[config.mk]
export PLATFORM = sky130hd
export DESIGN_NAME = xmit
export DESIGN_NICKNAME = d
export VERILOG_FILES = /design/src/rtl/xmit.sv
export SDC_FILE = /design/constraint.sdc
export NUM_CORES = 1
export LEC_CHECK = 0
export ABC_AREA = 1
export CAP_MARGIN = 20
export CORE_UTILIZATION = 39
export CTS_BUF_LIST = sky130_fd_sc_hd__clkbuf_2 sky130_fd_sc_hd__clkbuf_4 sky130_fd_sc_hd__clkbuf_8
export DETAILED_ROUTE_END_ITERATION = 8
export MAX_ROUTING_LAYER = met4
export SYNTH_ARGS = -nofsm -noshare
export SYNTH_HDL_FRONTEND = slang
export SYNTH_SLANG_ARGS = --single-unit
[constraint.sdc]
create_clock -name clock -period 1.7 [get_ports clock]
set_clock_uncertainty 0.05 [all_clocks]
set_input_delay 0.425 -clock clock [delete_from_list [all_inputs] [get_ports clock]]
set_output_delay 0.425 -clock clock [all_outputs]
set_load 0.02 [all_outputs]
[src/rtl/xmit.sv]
// Serial frame transmitter: each byte from a one-entry holding buffer goes out
// as a MATCH header byte followed by the data byte, both MSB first.
module xmit #(
  parameter logic [7:0] MATCH = 8'hA5,
  parameter logic       IDLE  = 1'b0
) (
  input  logic       clock,
  input  logic       reset,
  input  logic [7:0] data_in,
  input  logic       writing,
  output logic       serial_out,
  output logic       empty,
  output logic       busy,
  output logic       overrun
);

  typedef enum logic [1:0] {
    ST_IDLE = 2'd0,
    ST_HEAD = 2'd1,
    ST_BODY = 2'd2
  } state_t;

  state_t      state_q, state_d;
  logic [7:0]  hold_q, hold_d;
  logic [7:0]  frame_q, frame_d;
  logic [2:0]  count_q, count_d;
  logic        ser_q, ser_d;
  logic        empty_q, empty_d;
  logic        busy_q, busy_d;
  logic        overrun_q, overrun_d;
  logic        take;

  always_ff @(posedge clock or posedge reset) begin
    if (reset) begin
      state_q   <= ST_IDLE;
      hold_q    <= 8'h00;
      frame_q   <= 8'h00;
      count_q   <= 3'd0;
      ser_q     <= IDLE;
      empty_q   <= 1'b1;
      busy_q    <= 1'b0;
      overrun_q <= 1'b0;
    end else begin
      state_q   <= state_d;
      hold_q    <= hold_d;
      frame_q   <= frame_d;
      count_q   <= count_d;
      ser_q     <= ser_d;
      empty_q   <= empty_d;
      busy_q    <= busy_d;
      overrun_q <= overrun_d;
    end
  end

  always_comb begin
    state_d   = state_q;
    hold_d    = hold_q;
    frame_d   = frame_q;
    count_d   = count_q;
    ser_d     = ser_q;
    empty_d   = empty_q;
    busy_d    = busy_q;
    overrun_d = overrun_q;
    take      = 1'b0;

    // Write port and take never both touch empty: one needs empty_q=1, the other 0.
    if (writing) begin
      if (empty_q) begin
        hold_d    = data_in;
        empty_d   = 1'b0;
        overrun_d = 1'b0;
      end else begin
        overrun_d = 1'b1;
      end
    end

    case (state_q)
      ST_IDLE: begin
        if (!empty_q) begin
          take = 1'b1;
        end else begin
          ser_d  = IDLE;
          busy_d = 1'b0;
        end
      end
      ST_HEAD: begin
        if (count_q != 3'd7) begin
          ser_d   = MATCH[3'd6 - count_q];
          count_d = count_q + 3'd1;
        end else begin
          ser_d   = frame_q[7];
          count_d = 3'd0;
          state_d = ST_BODY;
        end
      end
      ST_BODY: begin
        if (count_q != 3'd7) begin
          ser_d   = frame_q[3'd6 - count_q];
          count_d = count_q + 3'd1;
        end else if (!empty_q) begin
          take = 1'b1;
        end else begin
          ser_d   = IDLE;
          busy_d  = 1'b0;
          state_d = ST_IDLE;
        end
      end
      default: begin
        ser_d   = IDLE;
        busy_d  = 1'b0;
        count_d = 3'd0;
        state_d = ST_IDLE;
      end
    endcase

    // Taking a byte starts a frame identically from IDLE or back-to-back from BODY.
    if (take) begin
      frame_d = hold_q;
      empty_d = 1'b1;
      count_d = 3'd0;
      busy_d  = 1'b1;
      ser_d   = MATCH[7];
      state_d = ST_HEAD;
    end
  end

  assign serial_out = ser_q;
  assign empty      = empty_q;
  assign busy       = busy_q;
  assign overrun    = overrun_q;

endmodule

Word level (Yosys, flattened, before mapping)

Memory sizes are Yosys's and may differ from the RTL's.
Cells that the tools add are included.
W data, S select, Z words.

Register bits after elaboration: 25
Bits in latches: 0
Bits in writable memories: 0
Bits in read-only memories: 8
Input bits: 11
Word-level logic and storage cells: 53
Memories kept: 1

Memories:

| name             | depth | bits a word | rd ports | clocked after memory_dff | wr ports | RTL line | source |
|---|---|---|---|---|---|---|---|
| (name not given) | 8     | 1           | 1        | 0                        | 0        | 88       | `ser_d = MATCH[3'd6 - count_q];` |

$add $sub $neg: 2
Multipliers: 0
Divide/modulo/power cells: 0
Order comparisons: 1
Equality and inequality tests: 9
Shifts and indexed selects: 0
Muxes and demuxes: 26
Bitwise gates (word level): 0
Reduce and logical (&&, ||, !) cells: 6

Operators with widths:

| cell                  | number |
|---|---|
| $ne A3 B3 Y1 const B  | 5 |
| $mux W1               | 13 |
| $mux W3               | 3 |
| $pmux W3 S3           | 1 |
| $mux W2               | 4 |
| $pmux W1 S3           | 2 |
| $pmux W2 S3           | 1 |
| $reduce_and A2 Y1     | 3 |
| $lt A3 B4 Y1 const B  | 1 |
| $ne A2 B2 Y1 const B  | 2 |
| $reduce_and A4 Y1     | 1 |
| $add A3 B1 Y3 const B | 1 |
| $bmux W1 S3           | 1 |
| $sub A3 B3 Y3 const A | 1 |
| $eq A2 B1 Y1 const B  | 1 |
| $eq A2 B2 Y1 const B  | 1 |
| $logic_not A2 Y1      | 1 |
| $pmux W1 S2           | 1 |
| $reduce_bool A2 Y1    | 1 |

Longest topological paths before layout

Word-level depth: 6
Depth in mapped cells: 10

Least setup slack after synthesis

Ideal clock, no wire load.

Path kind: flip-flop to flip-flop
From: reg count_q[0]
To: reg frame_q[7]
Arrival: 1.404 ns
Data required time: 1.524 ns
Slack: 0.120 ns
Cell stages (with the launch flop): 9
Path buffers: 0
Clock period less this slack: 1.580 ns
Path through: dfrtp_1 -> ha_1 -> ha_1 -> inv_2 -> o21ai_4 -> nand2_4 -> clkinv_1 -> nand2_1 -> o21ai_0

Word-level cells in the longest chain between the ends: 3

Ends and longest elaborated chain:

| element                | RTL line | source |
|---|---|---|
| start, declared        | 26       | `logic [2:0] count_q, count_d;` |
| start signal, assigned | 47       | `count_q <= count_d;` |
| $ne A3 B3 Y1           | 97       | `if (count_q != 3'd7) begin` |
| $mux W1                | 97       |  |
| $pmux W1 S2            | 77       | `case (state_q)` |
| end signal, assigned   | 46       | `frame_q <= frame_d;` |
| end, declared          | 25       | `logic [7:0] frame_q, frame_d;` |

Every way passes these cells.
A chain may end at the register's enable or synchronous reset.

Final worst setup path

From: reg empty_q (netlist: empty)
To: out empty

RTL lines:

| element                | RTL line | source |
|---|---|---|
| start, declared        | 28       | `logic empty_q, empty_d;` |
| start signal, assigned | 49       | `empty_q <= empty_d;` |
| end, declared          | 12       | `output logic empty,` |

No word-level cell between the ends.

==> flow_metrics.env <==
export IMPL_status="complete, no violations"
export IMPL_dp_cells=217
export IMPL_required_ps=1220
export IMPL_synthCells=154
export IMPL_final_cell_mix="nand2_1 (73), dfrtp_1 (24), inv_1 (12), nand3_1 (10), clkdlybuf4s50_1 (10)"
export IMPL_die_h_um=58.4
export IMPL_worst_setup_path_type="flop to output pin"
export IMPL_vias_per_cell=4.63
export IMPL_crit_slowest_cell="dfstp_2"
export IMPL_ant_nets=0
export IMPL_fin_nets=200
export IMPL_synth_ff_type="dfrtp_1"
export IMPL_power_frac_seq_pct=41.5
export IMPL_diodes=0
export IMPL_r2r_end="state_q[0]"
export IMPL_cpLargestDelayFamily="flip-flops"
export IMPL_wl_met3_um=63
export IMPL_cts_max_level=1
export IMPL_fin_crit_ps=1640
export IMPL_setup_violations_final=0
export IMPL_hold_buffers=0
export IMPL_slew_viol_final=0
export IMPL_p_leak_nw=0.805
export IMPL_start_util_pct=40.9
export IMPL_core_area_sq_um=3030
export IMPL_rrSetupSlack_ps=80
export IMPL_cts_path_max_buffers=2
export IMPL_p_int_mw=1.38
export IMPL_grt_overflow_total=0
export IMPL_final_setup_tns_ps=0
export IMPL_syn_area_sq_um=1240
export IMPL_grt_pass1_vias=1016
export IMPL_period_share_pct=96.2
export IMPL_gp_congestion=0.872
export IMPL_slew_headroom_pct=78.7
export IMPL_mostFrequentLayoutCell="nand2_1"
export IMPL_cts_clk_slew_worst_paths_ps=140
export IMPL_synth_edf_count=0
export IMPL_ir_worst_vdd_mv=0.695
export IMPL_cts_buffers=3
export IMPL_yosysSeqAreaShare_pct=50.6
export IMPL_syn2layout_area_growth_pct=23.4
export IMPL_cts_root_buf="clkbuf_4"
export IMPL_first_pass_iters=4
export IMPL_antenna_found_initial=0
export IMPL_cp_start_kind="flop"
export IMPL_portBuffers=14
export IMPL_num_vias=1041
export IMPL_die_width_um=58.4
export IMPL_highest_layer="met4"
export IMPL_worstMarginPinSlew_ps=319
export IMPL_switching_power_mw=1.01
export IMPL_grt_use_total_pct=16.8
export IMPL_syn_num_nets=172
export IMPL_drv_cap=0
export IMPL_hpwlAfterDp_mm=1.76
export IMPL_critPathMaxFanout=2
export IMPL_p_comb_share_pct=47.2
export IMPL_wl_met2_mm=1.15
export IMPL_insertion_delay_ps=320
export IMPL_grt_max_degree=26
export IMPL_yosysWarnings=0
export IMPL_rsz0062_at_grt="no"
export IMPL_rows=20
export IMPL_drtIter0Drc=20
export IMPL_worst_r2r_cell_count=9
export IMPL_drt_met1_wl_mm=1.16
export IMPL_cts_tree="yes"
export IMPL_p_per_area_nw_per_um2=1560
export IMPL_synth_seq_cells=25
export IMPL_crit_arrival_ps=1160
export IMPL_slowest_delay_ps=550
export IMPL_path_buf_inv=1
export IMPL_drive_above_1_share_pct=12.7
export IMPL_fill_cells=318
export IMPL_routed_wl_mm=2.39
export IMPL_hold_viol_final=0
export IMPL_avgSynthCellArea_sq_um=8.04
export IMPL_synthArstFlopShare_pct=100
export IMPL_path_cells="clkdlybuf4s15_1"
export IMPL_ioPinCount=15
export IMPL_max_freq_mhz=611
export IMPL_wl_per_cell_um=10.6
export IMPL_switching_share_pct=42.2
export IMPL_p_clk_share_pct=11.4
export IMPL_ys_types=19
export IMPL_min_path_type="input port to asynchronous set/reset pin"
export IMPL_final_instance_count_excl_fill=225
export IMPL_endpoint_kind="output pin"
export IMPL_clock_sinks=25
export IMPL_post_route_drc_count=0
export IMPL_grt_pass1_wl_mm=4.24
export IMPL_dieArea_sq_um=3410
export IMPL_rr_startpoint="count_q[0]"
==> registers in the layout (all words and copies together), names as in the netlist <==
| name | cells |
|---|---|
| state_q | 2 |
| hold_q | 8 |
| serial_out | 1 |
| overrun | 1 |
| busy | 1 |
| empty | 1 |
| count_q | 3 |
| frame_q | 8 |
==> power by group through the flow <==
| stage | clock, mW | sequential [mW] | combinational [mW] |
|---|---|---|---|
| floorplan | 0 | 1.03 | 0.704 |
| global placement | 0 | 0.999 | 1.07 |
| detailed placement | 0 | 1.00 | 1.08 |
| CTS | 0.278 | 0.989 | 1.06 |
| global route | 0.303 | 1.02 | 1.30 |
| finish | 0.271 | 0.988 | 1.12 |
==> how the worst max path moves through the flow <==
stage / slack, ps / end / cells past startpoint / start
finish: 60 / empty / 1 / empty
global route: 6 / empty / 1 / empty
CTS: 20 / empty / 1 / empty
detailed placement: 60 / frame_q[7] / 8 / count_q[1]
global placement: 110 / frame_q[7] / 8 / count_q[1]
floorplan: 120 / frame_q[7] / 8 / count_q[0]
==> worst min-delay path, delay by kind of cell <==
family	cells	cell delay, ps
buffers and inverters	3	740
==> routing by layer <==
metal  track usage [%]  vias to the layer above
li1                  -                      535
met1              21.6                      487
met4              6.46                        0
met5                 -                        -
met3              2.64                        2
met2              26.9                       17
==> synth_stat cells, types with 2 or more instances <==
library cell  instances  area share, %
o21ai_1               2           0.81
inv_1                14            4.2
nand2_1              73             22
o22ai_1               2            1.0
nand3_1              10            4.0
ha_1                  7            7.1
nor2_1                4            1.2
a21oi_1               4            1.6
o21ai_0               4            1.6
dfrtp_1              24             48
clkinv_1              2           0.61
==> area by class of cell <==
class                   instances  area (sq um)  share of cell area [%]
clock inverters                 1          5.00                   0.327
repair buffers                 23           204                    13.3
inverters                      17          67.6                    4.42
repair inverters                1          5.00                   0.327
clock buffers                   3          22.5                    1.47
flip-flops and latches         25           627                    41.0
multi-input cells             111           543                    35.5
well taps                      44          55.1                    3.60
==> stage by stage <==
stage	setup slack (ps)	hold WS, ps	util, %	total power [mW]	area [sq um]
after floorplan	120	392	-	1.73	1240
after global placement	107	409	48.7	2.06	1470
after detailed placement	57.3	409	48.7	2.08	1470
after CTS	20.3	385	49.4	2.33	1500
after global routing	5.83	400	50.5	2.62	1530
final	64.3	382	50.5	2.38	1530
==> repair_timing <==
| action | CTS | global route |
|---|---|---|
| gates resized for setup | 4 | 4 |
| buffers inserted | 0 | 3 |
| gates cloned | 0 | 1 |
| setup endpoints to repair | 4 | 11 |
| endpoints found under the hold margin | 0 | 0 |
| pin swaps | 0 | 2 |
==> kinds of logic after synthesis <==
family          share of synthesized area, %
buf+inv                                 5.56
compound gates                          7.37
simple gates                            29.4
flops                                   50.6
fa+ha+maj                               7.07
(Power assumes the default switching activity.)
